--- src/rtl/fetch_stage_pkg.sv ---
// fetch_stage_pkg: shared fetch constants and FSM encoding
package fetch_stage_pkg;
  localparam int PC_W = 32;
  localparam logic [31:0] NOP_WORD = 32'h0000_0013;
  typedef enum logic [1:0] {ISSUE, WAIT, HOLD, DRAIN} state_e;
endpackage

--- src/rtl/fetch_stage_hold_buffer.sv ---
// fetch_hold_buffer: one-entry slot parking a response that arrived under stall
module fetch_hold_buffer
  import fetch_stage_pkg::*;
(
  input  logic            clk,
  input  logic            rst,
  input  logic            load,
  input  logic            unload,
  input  logic            clear,
  input  logic [31:0]     d_instr,
  input  logic [PC_W-1:0] d_pc,
  output logic [31:0]     q_instr,
  output logic [PC_W-1:0] q_pc,
  output logic            full
);
  logic [31:0] instr_q, instr_d;
  logic [PC_W-1:0] pc_q, pc_d;
  logic full_q, full_d;
  always_comb begin
    full_d  = (unload || clear) ? 1'b0 : load ? 1'b1 : full_q;
    instr_d = load ? d_instr : instr_q;
    pc_d    = load ? d_pc : pc_q;
  end
  always_ff @(posedge clk) begin
    if (rst) begin
      full_q  <= 1'b0;
      instr_q <= '0;
      pc_q    <= '0;
    end else begin
      full_q  <= full_d;
      instr_q <= instr_d;
      pc_q    <= pc_d;
    end
  end
  assign q_instr = instr_q;
  assign q_pc    = pc_q;
  assign full    = full_q;
endmodule

--- src/rtl/fetch_stage.sv ---
// fetch_stage: single-outstanding instruction fetch feeding decode, with stall hold
// and jump squash of wrong-path responses.
module fetch_stage
  import fetch_stage_pkg::*;
#(
  parameter logic [PC_W-1:0] RESET_PC  = '0,
  parameter logic [31:0]     NOP_INSTR = NOP_WORD
) (
  input  logic            clk,
  input  logic            rst,
  input  logic            stall,
  input  logic            jmp_taken,
  input  logic [PC_W-1:0] jmp_target,
  output logic            imem_req,
  output logic [PC_W-1:0] imem_addr,
  input  logic            imem_valid,
  input  logic [31:0]     imem_rdata,
  output logic [31:0]     instr,
  output logic [PC_W-1:0] pc,
  output logic            instr_valid
);
  state_e state_q, state_d;
  logic [PC_W-1:0] fetch_pc_q, fetch_pc_d, pc_q, pc_d, buf_pc;
  logic [31:0] instr_q, instr_d, buf_instr;
  logic instr_valid_q, instr_valid_d;
  logic resp, take, unload, buf_load, buf_full;
  fetch_hold_buffer u_hold (
    .clk(clk), .rst(rst), .load(buf_load), .unload(unload), .clear(jmp_taken),
    .d_instr(imem_rdata), .d_pc(fetch_pc_q),
    .q_instr(buf_instr), .q_pc(buf_pc), .full(buf_full)
  );
  always_comb begin
    resp     = imem_valid && (state_q == WAIT);
    take     = resp && !stall && !jmp_taken;
    unload   = (state_q == HOLD) && buf_full && !stall;
    buf_load = resp && stall && !jmp_taken;
    state_d  = state_q;
    case (state_q)
      ISSUE:   state_d = WAIT;
      WAIT:    state_d = imem_valid ? (stall ? HOLD : ISSUE) : WAIT;
      HOLD:    state_d = unload ? ISSUE : HOLD;
      default: state_d = imem_valid ? ISSUE : DRAIN;
    endcase
    // a redirect leaves one in-flight request behind unless its response is here now
    if (jmp_taken)
      state_d = (state_q == HOLD || (imem_valid && state_q != ISSUE)) ? ISSUE : DRAIN;
    fetch_pc_d = jmp_taken ? (jmp_target & ~PC_W'(3)) : resp ? fetch_pc_q + PC_W'(4) : fetch_pc_q;
    instr_d       = (jmp_taken || !stall) ? NOP_INSTR : instr_q;
    instr_valid_d = (jmp_taken || !stall) ? 1'b0 : instr_valid_q;
    pc_d          = pc_q;
    if (take) begin
      instr_d       = imem_rdata;
      pc_d          = fetch_pc_q;
      instr_valid_d = 1'b1;
    end
    if (unload && !jmp_taken) begin
      instr_d       = buf_instr;
      pc_d          = buf_pc;
      instr_valid_d = 1'b1;
    end
  end
  always_ff @(posedge clk) begin
    if (rst) begin
      state_q       <= ISSUE;
      fetch_pc_q    <= RESET_PC;
      instr_q       <= NOP_INSTR;
      pc_q          <= '0;
      instr_valid_q <= 1'b0;
    end else begin
      state_q       <= state_d;
      fetch_pc_q    <= fetch_pc_d;
      instr_q       <= instr_d;
      pc_q          <= pc_d;
      instr_valid_q <= instr_valid_d;
      if (imem_valid) assert (state_q == WAIT || state_q == DRAIN);
    end
  end
  assign imem_req    = (state_q == ISSUE) && !rst;
  assign imem_addr   = imem_req ? fetch_pc_q : '0;
  assign instr       = instr_q;
  assign pc          = pc_q;
  assign instr_valid = instr_valid_q;
endmodule
--- config.mk ---
export PLATFORM = sky130hd
export DESIGN_NAME = fetch_stage
export DESIGN_NICKNAME = d
export VERILOG_FILES = /design/src/rtl/fetch_stage_pkg.sv /design/src/rtl/fetch_stage_hold_buffer.sv /design/src/rtl/fetch_stage.sv
export SDC_FILE = /design/constraint.sdc
export NUM_CORES = 1
export LEC_CHECK = 0
export BUFFER_PORTS_ARGS = -buffer_cell sky130_fd_sc_hd__buf_4
export CAP_MARGIN = 20
export CORE_MARGIN = 4
export CORE_UTILIZATION = 40
export DETAILED_ROUTE_END_ITERATION = 12
export GPL_TIMING_DRIVEN = 1
export PLACE_DENSITY = 0.67
export SYNTH_ARGS = -nofsm -noshare
export SYNTH_HDL_FRONTEND = slang
export SYNTH_SLANG_ARGS = --single-unit
--- constraint.sdc ---
create_clock -name clk -period 4.8 [get_ports clk]
set_clock_uncertainty 0.15 [all_clocks]
set_input_delay 0.24 -clock clk [delete_from_list [all_inputs] [get_ports clk]]
set_output_delay 0.24 -clock clk [all_outputs]
set_load 0.02 [all_outputs]
==> results.md <==
* Status: finished, final reports clean
* Sw Pwr at 739 uW
* Die W at 139 um
* H-tree depth at 4
* Total global-route track usage at 20.8%
* Initial core utilization at 41.0%
* Synth top area share at 46.4%
* Clock power frac at 44.2%
* Cell Area, Synth at 6820 um2
* Maximum VDD drop at 0.000252 V
* CP max-delay cell: nor2_4
* Endpoints failing setup at 0
* Largest net degree at the start of global routing at 64
* Reg2reg start: state_q[0]
* CP Buf/Inv Count at 1
* DRT Pass-1 Iters at 6
* Unique masters post-synth at 50
* Post-Synthesis Cells at 850
* Fin util at 55.8%
* Critical path startpoint: state_q[0]
* Fillers at 1491
* Gpl congestion at 0.811
* Max Freq at 358 MHz
* Post-CTS resize count at 0
* Synth async-reset ratio at 0%
* Hold Slack at 0.0300 ns
* Max Fanout on Critical Path at 36
* Vias at 6803
* Number of CTS-inserted buffers at 17
* Mux share of post-synthesis cell area at 0.147%
* Initial antenna violation count at 0
* Startpoint type of the worst setup path: flop
* Number of vias per cell at 5.42
* Post-synthesis adder-cell area fraction at 0.184%
* Root buffer cell: clkbuf_16
* Leakage power at 0.00355 uW
* Residual DRC at 0
* Synth Area in Compound Gates at 20.1%
* Top delay family on crit path: simple AND/OR/NAND/NOR gates
* Synth area leader: dfxtp_1
* CP endpoint kind: flop
* Iteration-0 DRC Markers at 440
* CTS tree: yes
* Worst hold path type: in -> reg
* Cell Pwr Density at 326 nW/um2
* # clock sinks at 158
* Clk pin slew, worst setup/hold paths at 0.06 ns
* Chip height at 139 um
* Sw frac at 24.4%
* Final hold violation count at 0
* Comb power frac at 9.6%
* Top_reg_cell synth: dfxtp_1
* CP max stage delay at 0.90 ns
* Internal at 2290 uW
* Avg WL per Cell at 16.3 um
* Fin nets at 1093
* Critical path required time at 5.00 ns
* Setup TNS at 0 ns
* Grt ovf at 0
* Vias in the first global route at 6450
* Ys Warns at 0
* Tmin final at 2.80 ns
* Largest family of logic cells by synthesized area: simple AND/OR/NAND/NOR gates
* RSZ-0062 raised after global routing: no
* Hpwl dp at 12900 um
* Sequential power share at 46.2%
* Slew Limit Fails at 0
* XOR/XNOR share of the synthesized area at 1.16%
* # Max-Cap Violations at 0
* Area Overhead vs Synth at 36.2%
* Antenna cells at 0
* Rows at 47
* Share of cells above drive strength 1 at 20.6%
* First-pass GRT wire length at 33000 um
* Fin crit share at 58.3%
* Core area at 16600 um2
* PortBufs at 160
* Clock buffer depth at 2
* Worst-skew pair later-pin latency at 0.43 ns
* Routed wire length at 20500 um
* Sequential share of the synthesized area at 46.4%
* Post-synthesis simple-gate area fraction at 26.5%
* Die area at 19200 um2
* Avg Cell Area, Syn at 8.02 um2
* Arrival time worst endpoint at 3.00 ns
* Crit path kind: reg -> reg
* Worst-path cell chain: nand3b_1 > nor2_4 > buf_4 > nand2_1 > a21oi_1
* Largest cells by area after synthesis: dfxtp_1 46%, nand2_1 11%, a311oi_1 5.1%
* Slew at the pin closest to its max-slew limit at 0.942 ns
* Worst slew margin at 37.1%
* I/O pins at 167
* Hold_sp: jmp_target[22]
* Final ANT Viol Nets at 0
* Synth Register Bits at 158
* Post-synth EDFFs at 0
==> synth_stat cells (4+ instances only) <==
master,instances
o21bai_1,6
nand2_1,200
and3_1,6
a311oi_1,40
and2_1,30
dfxtp_1,158
nor4_1,9
o31ai_1,7
o21ai_0,7
nor3_1,9
nor2_1,88
o31a_1,5
buf_2,10
buf_4,4
a211oi_1,12
nor2b_1,5
xnor2_1,8
and4_1,5
nand3_1,11
a21oi_1,69
a2111oi_0,5
inv_1,8
nand4_1,9
clkbuf_1,67
or4_1,9
a222oi_1,29
or3_1,4
==> stage by stage <==
stage	total power [uW]	area (um2)	worst slack, ns	std cells
6_report	3020	9280	2.00	1256
5_1_grt	3140	9280	1.78	1256
4_1_cts	3050	9280	1.99	1256
3_5_place_dp	1670	8090	2.00	1163
3_3_place_gp	1670	8090	2.07	1163
2_1_floorplan	1560	6830	2.51	853
==> registers in the layout, summed over array words and instances (netlist names) <==
name and flops:
u_hold.q_instr 32, u_hold.full 1, pc 30, instr_valid 1, state_q 2, u_hold.q_pc 30, instr 32, fetch_pc_q 30
==> layout make-up <==
class	instances	area, um2	share of cell area, %
Inverter	9	33.8	0.364
Clock buffer	22	474	5.11
Multi-Input combinational cell	604	3320	35.8
Timing Repair Buffer	233	1900	20.5
Tap cell	220	275	2.97
Sequential cell	158	3160	34.1
Clock inverter	10	113	1.21
==> power by group through the flow <==
stage | Combinational (uW) | Clock [uW] | Sequential [uW]
2_1_floorplan | 155 | 0 | 1400
3_3_place_gp | 248 | 0 | 1420
3_5_place_dp | 250 | 0 | 1420
4_1_cts | 291 | 1370 | 1400
5_1_grt | 316 | 1420 | 1400
6_report | 291 | 1340 | 1400
==> what timing repair did <==
action / 4_1_cts / 5_1_grt
buffers inserted: 0 / 0
hold buffers: 61 / 0
endpoints found under the hold margin: 93 / 0
==> worst register-to-register path, cell delays in order, from the launching register on <==
cell	delay, ns
dfxtp_1	0.50
nand3b_1	0.48
nor2_4	0.90
buf_4	0.44
nand2_1	0.11
a21oi_1	0.13
==> final timing paths <==
| check | depth (start not counted) | endpoint | slack (ns) |
|---|---|---|---|
| worst max register to register | 5 | u_hold.q_pc[16] | 2.00 |
| worst min register to register | 2 | u_hold.q_pc[19] | 0.31 |
| worst min-delay path | 4 | fetch_pc_q[22] | 0.03 |
| worst max-delay path | 5 | u_hold.q_pc[16] | 2.00 |
==> layer usage <==
| metal | share of wire (%) | GRT usage, % |
|---|---|---|
| met1 | 44 | 25.5 |
| met2 | 48 | 35.0 |
| met3 | 6.7 | 6.62 |
| met4 | 1.5 | 6.19 |
| met5 | 0 | 0 |
==> cell families after synthesis <==
family	Yosys count
AOI/OAI and AO/OA	190
muxes	1
xor gates and xnor gates	9
buffers and inverters	91
and+or+nand+nor	399
adders and majority gates	1
other	1
DFF	158
==> layout by cell type (no fill, tap or decap), types with 6 or more instances in the layout <==
cell / instances
nor3_1: 7
o21ai_0: 7
xnor2_1: 8
a211oi_1: 12
and3_1: 6
buf_4: 172
nand2_1: 199
nand4_1: 9
nor2_1: 87
o21bai_1: 6
a222oi_1: 29
nand3_1: 10
a21oi_1: 69
inv_1: 8
dlygate4sd3_1: 61
a311oi_1: 40
dfxtp_1: 158
or4_1: 9
clkbuf_16: 17
nor4_1: 9
o31ai_1: 7
and2_1: 30
Power figures use the tool's default switching activity.
